$ cat config.mk
export PLATFORM = sky130hd
export DESIGN_NAME = icape2_responder
export DESIGN_NICKNAME = d
export VERILOG_FILES = /design/src/rtl/icape2_pkg.sv /design/src/rtl/icape2_bitswap.sv /design/src/rtl/icape2_responder.sv
export SDC_FILE = /design/constraint.sdc
export NUM_CORES = 2
export LEC_CHECK = 0
export CORE_MARGIN = 8
export CORE_UTILIZATION = 50
export DETAILED_ROUTE_END_ITERATION = 10
export HOLD_SLACK_MARGIN = 0.1
export PLACE_DENSITY_LB_ADDON = 0.08
export SYNTH_ARGS = -nofsm -noshare
export SYNTH_HDL_FRONTEND = slang
export SYNTH_SLANG_ARGS = --single-unit
$ cat constraint.sdc
create_clock -name i_clk -period 48 [get_ports i_clk]
set_input_delay 4.8 -clock i_clk [delete_from_list [all_inputs] [get_ports i_clk]]
set_output_delay 4.8 -clock i_clk [all_outputs]
set_load 0.005 [all_outputs]
$ cat src/rtl/icape2_pkg.sv
// Shared constants and types for the ICAPE2 responder: special words, register map,
// CMD codes, type-1 header field positions, opcode and state enums.
package icape2_pkg;

    localparam logic [31:0] SYNC_WORD  = 32'hAA995566;
    localparam logic [31:0] NOOP_WORD  = 32'h20000000;
    localparam logic [31:0] DUMMY_WORD = 32'hFFFFFFFF;

    localparam logic [4:0] REG_CMD    = 5'h04;
    localparam logic [4:0] REG_IDCODE = 5'h0C;
    localparam logic [4:0] REG_WBSTAR = 5'h10;

    localparam logic [4:0] CMD_DESYNC = 5'h0D;
    localparam logic [4:0] CMD_IPROG  = 5'h0F;

    localparam int HDR_TYPE_HI = 31;
    localparam int HDR_TYPE_LO = 29;
    localparam int HDR_OP_HI   = 28;
    localparam int HDR_OP_LO   = 27;
    localparam int HDR_ADDR_HI = 17;
    localparam int HDR_ADDR_LO = 13;
    localparam int HDR_WC_HI   = 10;
    localparam int HDR_WC_LO   = 0;

    localparam logic [2:0] HDR_TYPE1 = 3'b001;

    typedef enum logic [1:0] {
        OP_NOP   = 2'b00,
        OP_READ  = 2'b01,
        OP_WRITE = 2'b10,
        OP_RSVD  = 2'b11
    } op_e;

    typedef enum logic [2:0] {
        ST_DESYNC,
        ST_HDR,
        ST_WDATA,
        ST_RWAIT,
        ST_RLAT,
        ST_RDATA
    } state_e;

    // Padding words that may appear between packets and carry no meaning.
    function automatic logic is_filler(input logic [31:0] word);
        return (word == NOOP_WORD) || (word == DUMMY_WORD);
    endfunction

endpackage

$ cat src/rtl/icape2_bitswap.sv
// Reverses bit order inside each byte of a 32-bit word (ICAPE2 physical pin order).
module icape2_bitswap (
    input  logic [31:0] word,
    output logic [31:0] swapped
);

    for (genvar gi = 0; gi < 32; gi++) begin : g_bit
        assign swapped[gi] = word[(gi / 8) * 8 + 7 - (gi % 8)];
    end

endmodule

$ cat src/rtl/icape2_responder.sv
// Cycle-level ICAPE2 responder: sync hunt, type-1 packet decode, 32-entry register file.
// Define ICAPE2_RESP_BITSWAP_EN to present I/O words in physical per-byte bit-reversed order.
module icape2_responder
    import icape2_pkg::*;
#(
    parameter logic [31:0] IDCODE   = 32'h0362D093,
    parameter int          READ_LAT = 3
) (
    input  logic        i_clk,
    input  logic        i_reset,
    input  logic        i_csib,
    input  logic        i_rdwrb,
    input  logic [31:0] i_data,
    output logic [31:0] o_data,
    output logic        o_valid,
    output logic        o_synced,
    output logic        o_iprog,
    output logic [31:0] o_wbstar,
    output logic        o_err
);

    logic [31:0] data_in;
    logic [31:0] data_out_reg;
    state_e      state_reg;
    logic [10:0] cnt_reg;
    logic [2:0]  lat_reg;
    logic [4:0]  addr_reg;
    logic        valid_reg;
    logic        synced_reg;
    logic        iprog_reg;
    logic        err_reg;
    logic [31:0] wbstar_reg;
    logic        prev_act_reg;
    logic        prev_rd_reg;
    logic [31:0] cfg_reg [32];

    logic [2:0]  hdr_type;
    op_e         hdr_op;
    logic [4:0]  hdr_addr;
    logic [10:0] hdr_wc;
    logic        accept;
    logic        dir_flip;
    logic        cmd_desync;
    logic        cmd_iprog;
    logic        wr_en;
    logic [31:0] rd_word;

`ifdef ICAPE2_RESP_BITSWAP_EN
    icape2_bitswap u_swap_in (
        .word    (i_data),
        .swapped (data_in)
    );
    icape2_bitswap u_swap_out (
        .word    (data_out_reg),
        .swapped (o_data)
    );
`else
    assign data_in = i_data;
    assign o_data  = data_out_reg;
`endif

    assign hdr_type = data_in[HDR_TYPE_HI:HDR_TYPE_LO];
    assign hdr_op   = op_e'(data_in[HDR_OP_HI:HDR_OP_LO]);
    assign hdr_addr = data_in[HDR_ADDR_HI:HDR_ADDR_LO];
    assign hdr_wc   = data_in[HDR_WC_HI:HDR_WC_LO];

    assign accept = !i_csib;
    // A direction change only counts if CS stayed low across both cycles.
    assign dir_flip   = accept && prev_act_reg && (i_rdwrb != prev_rd_reg)
                        && (state_reg != ST_DESYNC);
    assign cmd_desync = (addr_reg == REG_CMD) && (data_in[4:0] == CMD_DESYNC);
    assign cmd_iprog  = (addr_reg == REG_CMD) && (data_in[4:0] == CMD_IPROG);
    assign wr_en      = accept && !i_rdwrb && (state_reg == ST_WDATA)
                        && (addr_reg != REG_IDCODE);
    assign rd_word    = (addr_reg == REG_IDCODE) ? IDCODE : cfg_reg[addr_reg];

    for (genvar gi = 0; gi < 32; gi++) begin : g_cfg
        logic [31:0] entry_reg;
        always_ff @(posedge i_clk or posedge i_reset) begin
            if (i_reset) begin
                entry_reg <= '0;
            end else if (wr_en && (addr_reg == 5'(gi))) begin
                entry_reg <= data_in;
            end
        end
        assign cfg_reg[gi] = entry_reg;
    end

    always_ff @(posedge i_clk or posedge i_reset) begin
        if (i_reset) begin
            state_reg    <= ST_DESYNC;
            cnt_reg      <= '0;
            lat_reg      <= '0;
            addr_reg     <= '0;
            data_out_reg <= DUMMY_WORD;
            valid_reg    <= 1'b0;
            synced_reg   <= 1'b0;
            iprog_reg    <= 1'b0;
            err_reg      <= 1'b0;
            wbstar_reg   <= '0;
            prev_act_reg <= 1'b0;
            prev_rd_reg  <= 1'b0;
        end else begin
            data_out_reg <= DUMMY_WORD;
            valid_reg    <= 1'b0;
            iprog_reg    <= 1'b0;
            wbstar_reg   <= cfg_reg[REG_WBSTAR];
            prev_act_reg <= accept;
            if (accept) begin
                prev_rd_reg <= i_rdwrb;
                if (dir_flip) begin
                    err_reg <= 1'b1;
                    // A DESYNC command still takes effect even when flagged.
                    if ((state_reg == ST_WDATA) && !i_rdwrb && cmd_desync) begin
                        state_reg  <= ST_DESYNC;
                        synced_reg <= 1'b0;
                    end else begin
                        state_reg <= ST_HDR;
                    end
                end else begin
                    case (state_reg)
                        ST_DESYNC: begin
                            if (!i_rdwrb && (data_in == SYNC_WORD)) begin
                                state_reg  <= ST_HDR;
                                synced_reg <= 1'b1;
                            end
                        end
                        ST_HDR: begin
                            if (i_rdwrb) begin
                                err_reg <= 1'b1;
                            end else if (!is_filler(data_in)) begin
                                if ((hdr_type != HDR_TYPE1) || (hdr_op == OP_RSVD)) begin
                                    err_reg <= 1'b1;
                                end else if (hdr_wc != 11'd0) begin
                                    addr_reg <= hdr_addr;
                                    cnt_reg  <= hdr_wc;
                                    if (hdr_op == OP_WRITE) begin
                                        state_reg <= ST_WDATA;
                                    end else if (hdr_op == OP_READ) begin
                                        state_reg <= ST_RWAIT;
                                    end
                                end
                            end
                        end
                        ST_WDATA: begin
                            if (i_rdwrb) begin
                                err_reg   <= 1'b1;
                                state_reg <= ST_HDR;
                            end else begin
                                cnt_reg <= cnt_reg - 11'd1;
                                if (cmd_desync || cmd_iprog) begin
                                    state_reg  <= ST_DESYNC;
                                    synced_reg <= 1'b0;
                                    iprog_reg  <= cmd_iprog;
                                end else if (cnt_reg == 11'd1) begin
                                    state_reg <= ST_HDR;
                                end
                            end
                        end
                        ST_RWAIT: begin
                            if (i_rdwrb) begin
                                lat_reg   <= 3'd1;
                                state_reg <= (READ_LAT == 1) ? ST_RDATA : ST_RLAT;
                            end else if (!is_filler(data_in)) begin
                                err_reg   <= 1'b1;
                                state_reg <= ST_HDR;
                            end
                        end
                        ST_RLAT: begin
                            if (!i_rdwrb) begin
                                err_reg   <= 1'b1;
                                state_reg <= ST_HDR;
                            end else begin
                                lat_reg <= lat_reg + 3'd1;
                                if ((lat_reg + 3'd1) == 3'(READ_LAT)) begin
                                    state_reg <= ST_RDATA;
                                end
                            end
                        end
                        ST_RDATA: begin
                            if (!i_rdwrb) begin
                                err_reg   <= 1'b1;
                                state_reg <= ST_HDR;
                            end else begin
                                data_out_reg <= rd_word;
                                valid_reg    <= 1'b1;
                                cnt_reg      <= cnt_reg - 11'd1;
                                if (cnt_reg == 11'd1) begin
                                    state_reg <= ST_HDR;
                                end
                            end
                        end
                        default: state_reg <= ST_DESYNC;
                    endcase
                end
            end
        end
    end

    assign o_valid  = valid_reg;
    assign o_synced = synced_reg;
    assign o_iprog  = iprog_reg;
    assign o_wbstar = wbstar_reg;
    assign o_err    = err_reg;

endmodule

==> results.md <==
- Hold Path Cell Cnt: 0
- Reg2Reg Setup Slack: 42.51 ns
- Max stage delay on crit path: 0.84 ns
- F_max: 113.7 MHz
- Synth top area share: 0.5456
- Final setup viols: 0
- DRT antenna net count: 0
- Die Area: 109700 um2
- CP delay by family, top: buffers and inverters
- Clk sink count: 1115
- Peak supply drop: 0.03554 mV
- Total Routing Usage GR: 0.2433
- Nets: 3125
- # placed instances: 4250
- Register area share after synthesis: 0.5625
- # DRC: 0
- Clock power share: 0.389
- Final GP Congestion: 0.7982
- Max Cap Viol: 0
- Crit start category: input port
- GR Overflow Total: 0
- Fill cells: 7542
- Router iterations before antenna repair: 6
- Critical path class: input port to asynchronous set/reset pin
- Crit path capture type: asynchronous set/reset pin
- CP Max Fanout: 143
- Cell area after synthesis: 49670 um2
- Synth top area cells: dfrtp_1 (55%), mux2_2 (23%), mux4_2 (14%)
- Global-route wire length before repair: 199.0 mm
- Leak: 26.32 nW
- DP HPWL: 74.54 mm
- Sw Pwr: 652.3 uW
- Avg WL per Cell: 29.23 um
- Clk_lat worst skew: 0.69 ns
- WP data arrival: 9.48 ns
- Final Slew Violations: 0
- Final Hold Fails: 0
- Net Sw Frac: 0.2736
- Flop pwr share: 0.441
- Post-CTS setup buffers: 0
- Cell Rows: 115
- Syn Nets: 3137
- Power, Total: 2.385 mW
- Min Tclk post-route: 8.795 ns
- Hold Crit Class: flip-flop to flip-flop
- Via count: 27683
- DRT iter0 DRCs: 1764
- Worst R2R Start: addr_reg[0]
- Post-synth top area cell: dfrtp_1
- Total Wirelength: 130.6 mm
- Pint: 1.732 mW
- Most frequent cell after synthesis: dfrtp_1
- Clk slew on worst S/H paths: 0.06 ns
- Clock Root Buffer: clkbuf_16
- Max reg flops: 1023
- Die Width: 331.2 um
- Vias in the first global route: 30755
- Comb power frac: 0.169
- CTS tree: done
- Reg2reg path depth: 7
- CTS resizes: 0
- Hold_sp: g_cfg[12].entry_reg[31]
- Pin count of the biggest net entering global routing: 200
- Worst Tran Pin Value: 1.208 ns
- Hold path endpoint: g_cfg[12].entry_reg[31]
- CP cell instances: clkdlybuf4s50_1, inv_8, buf_4, buf_4, buf_4, buf_4
- Library cells used by synthesis: 63
- Synth Flop Type: dfrtp_1
- Hold_buf cts: 0
- Io pins: 104
- CP max-delay cell: buf_4
- Reg2reg end: o_data[5]
- Status: finished clean
- Pwr dens: 42.72 nW/um2
- Fin cells: 4469
- Initial antenna violation count: 5
- Synth async-reset ratio: 1.000
- Synthesized flop and latch total: 1115
- Core Region: 98420 um2
- Area of placed instances: 51810 um2
- RSZ-0062 raised after global routing: false
- Slew headroom: 0.1947
- Commonest cells in the netlist: dfrtp_1 (1083), mux2_2 (998), mux4_2 (299)
- EDFF count, synth: 0
- Most used cell, CP: buf_4
- Vert. Die Dim: 331.2 um
- Hold slack: 0.3717 ns
- Setup TNS: 0 ns
- CTS H-tree lvls: 3
- Buf/Inv on CP: 6
- Avg Inst Size Synth: 16.05 um2
- Initial core utilization: 0.5047
- Post-route clock period utilization: 0.1832
- Post-Route Skew: 0.01644 ns
- Cells after Synth: 3095
- Required @ worst endpoint: 48.69 ns
- CTS max path bufs: 3
- Buffers on Ports: 103
- Detail-routed via count per cell: 6.194
- CTS Buf Count: 118
- Ratio of cells with drive above 1 in the final layout: 0.5233
- Syn. warnings: 0
- Area grow syn2layout: 12.37%
- Final instance area: 55820 um2
==> routing by layer <==
metal	vias up	share of wire	GRT usage
li1	11481	-	-
met1	15263	0.43	0.3359
met2	684	0.48	0.3928
met3	249	0.053	0.04403
met4	6	0.032	0.07739
met5	-	0.0012	0.009050
==> worst max path at each step <==
stage	start	to	slack [ns]	cells after the start
floorplan	i_reset	addr_reg[0]	11.86	1
detailed placement	i_reset	g_cfg[16].entry_reg[21]	38.34	6
global route	i_reset	g_cfg[22].entry_reg[21]	38.49	6
finish	i_reset	g_cfg[30].entry_reg[26]	39.20	6
global placement	i_reset	g_cfg[17].entry_reg[21]	38.58	6
CTS	i_reset	g_cfg[16].entry_reg[21]	39.09	6
==> power by group through the flow <==
stage | registers [mW] | clock network [mW] | logic (mW)
after detailed placement | 1.07 | 0 | 0.407
final | 1.05 | 0.929 | 0.404
after global routing | 1.06 | 0.988 | 0.433
after floorplan | 1.03 | 0 | 0.309
after CTS | 1.05 | 0.951 | 0.409
after global placement | 1.06 | 0 | 0.399
==> area by class of cell <==
| class | count | area, um2 | area share |
|---|---|---|---|
| Antenna cell | 4 | 10.01 | 0.0001793 |
| Inverter | 10 | 45.04 | 0.0008069 |
| Multi-Input combinational cell | 1646 | 20460 | 0.3666 |
| Timing Repair Buffer | 192 | 1737 | 0.03111 |
| Clock buffer | 174 | 3528 | 0.06321 |
| Tap cell | 1287 | 1610 | 0.02885 |
| Sequential cell | 1115 | 27960 | 0.5008 |
| Clock inverter | 41 | 470.5 | 0.008428 |
==> metrics by stage <==
step,util,setup WS [ns]
finish,0.5672,39.20
global route,0.5671,38.49
CTS,0.5671,39.09
detailed placement,0.5264,38.34
global placement,0.5264,38.58
floorplan,-,11.86
==> cell usage in the layout, fill, tap and decap left out, types with 25 or more instances in the layout <==
cell type        netlist  layout
dfrtp_1             1083    1079
clkinv_2               0      25
buf_4                  9      86
clkbuf_16              0     122
mux4_2               299     299
mux2i_1               29      29
clkdlybuf4s50_1        0     103
mux2_2               998     998
dfstp_2               32      32
clkbuf_8               0      28
nand2_1               55      45
a21oi_1               25      25
==> kinds of logic (layout without fill, tap and decap cells) <==
| family | after synthesis | count (layout) | synth area share |
|---|---|---|---|
| mux | 1335 | 1335 | 0.3697 |
| flops | 1115 | 1115 | 0.5625 |
| buf+inv | 334 | 417 | 0.02874 |
| simple gates | 180 | 180 | 0.01977 |
| compound gates | 124 | 124 | 0.01761 |
| fa+ha+maj | 6 | 6 | 0.001511 |
| xor+xnor | 1 | 1 | 0.0001764 |
| other cells | 0 | 4 | 0 |
(Power assumes the default switching activity.)
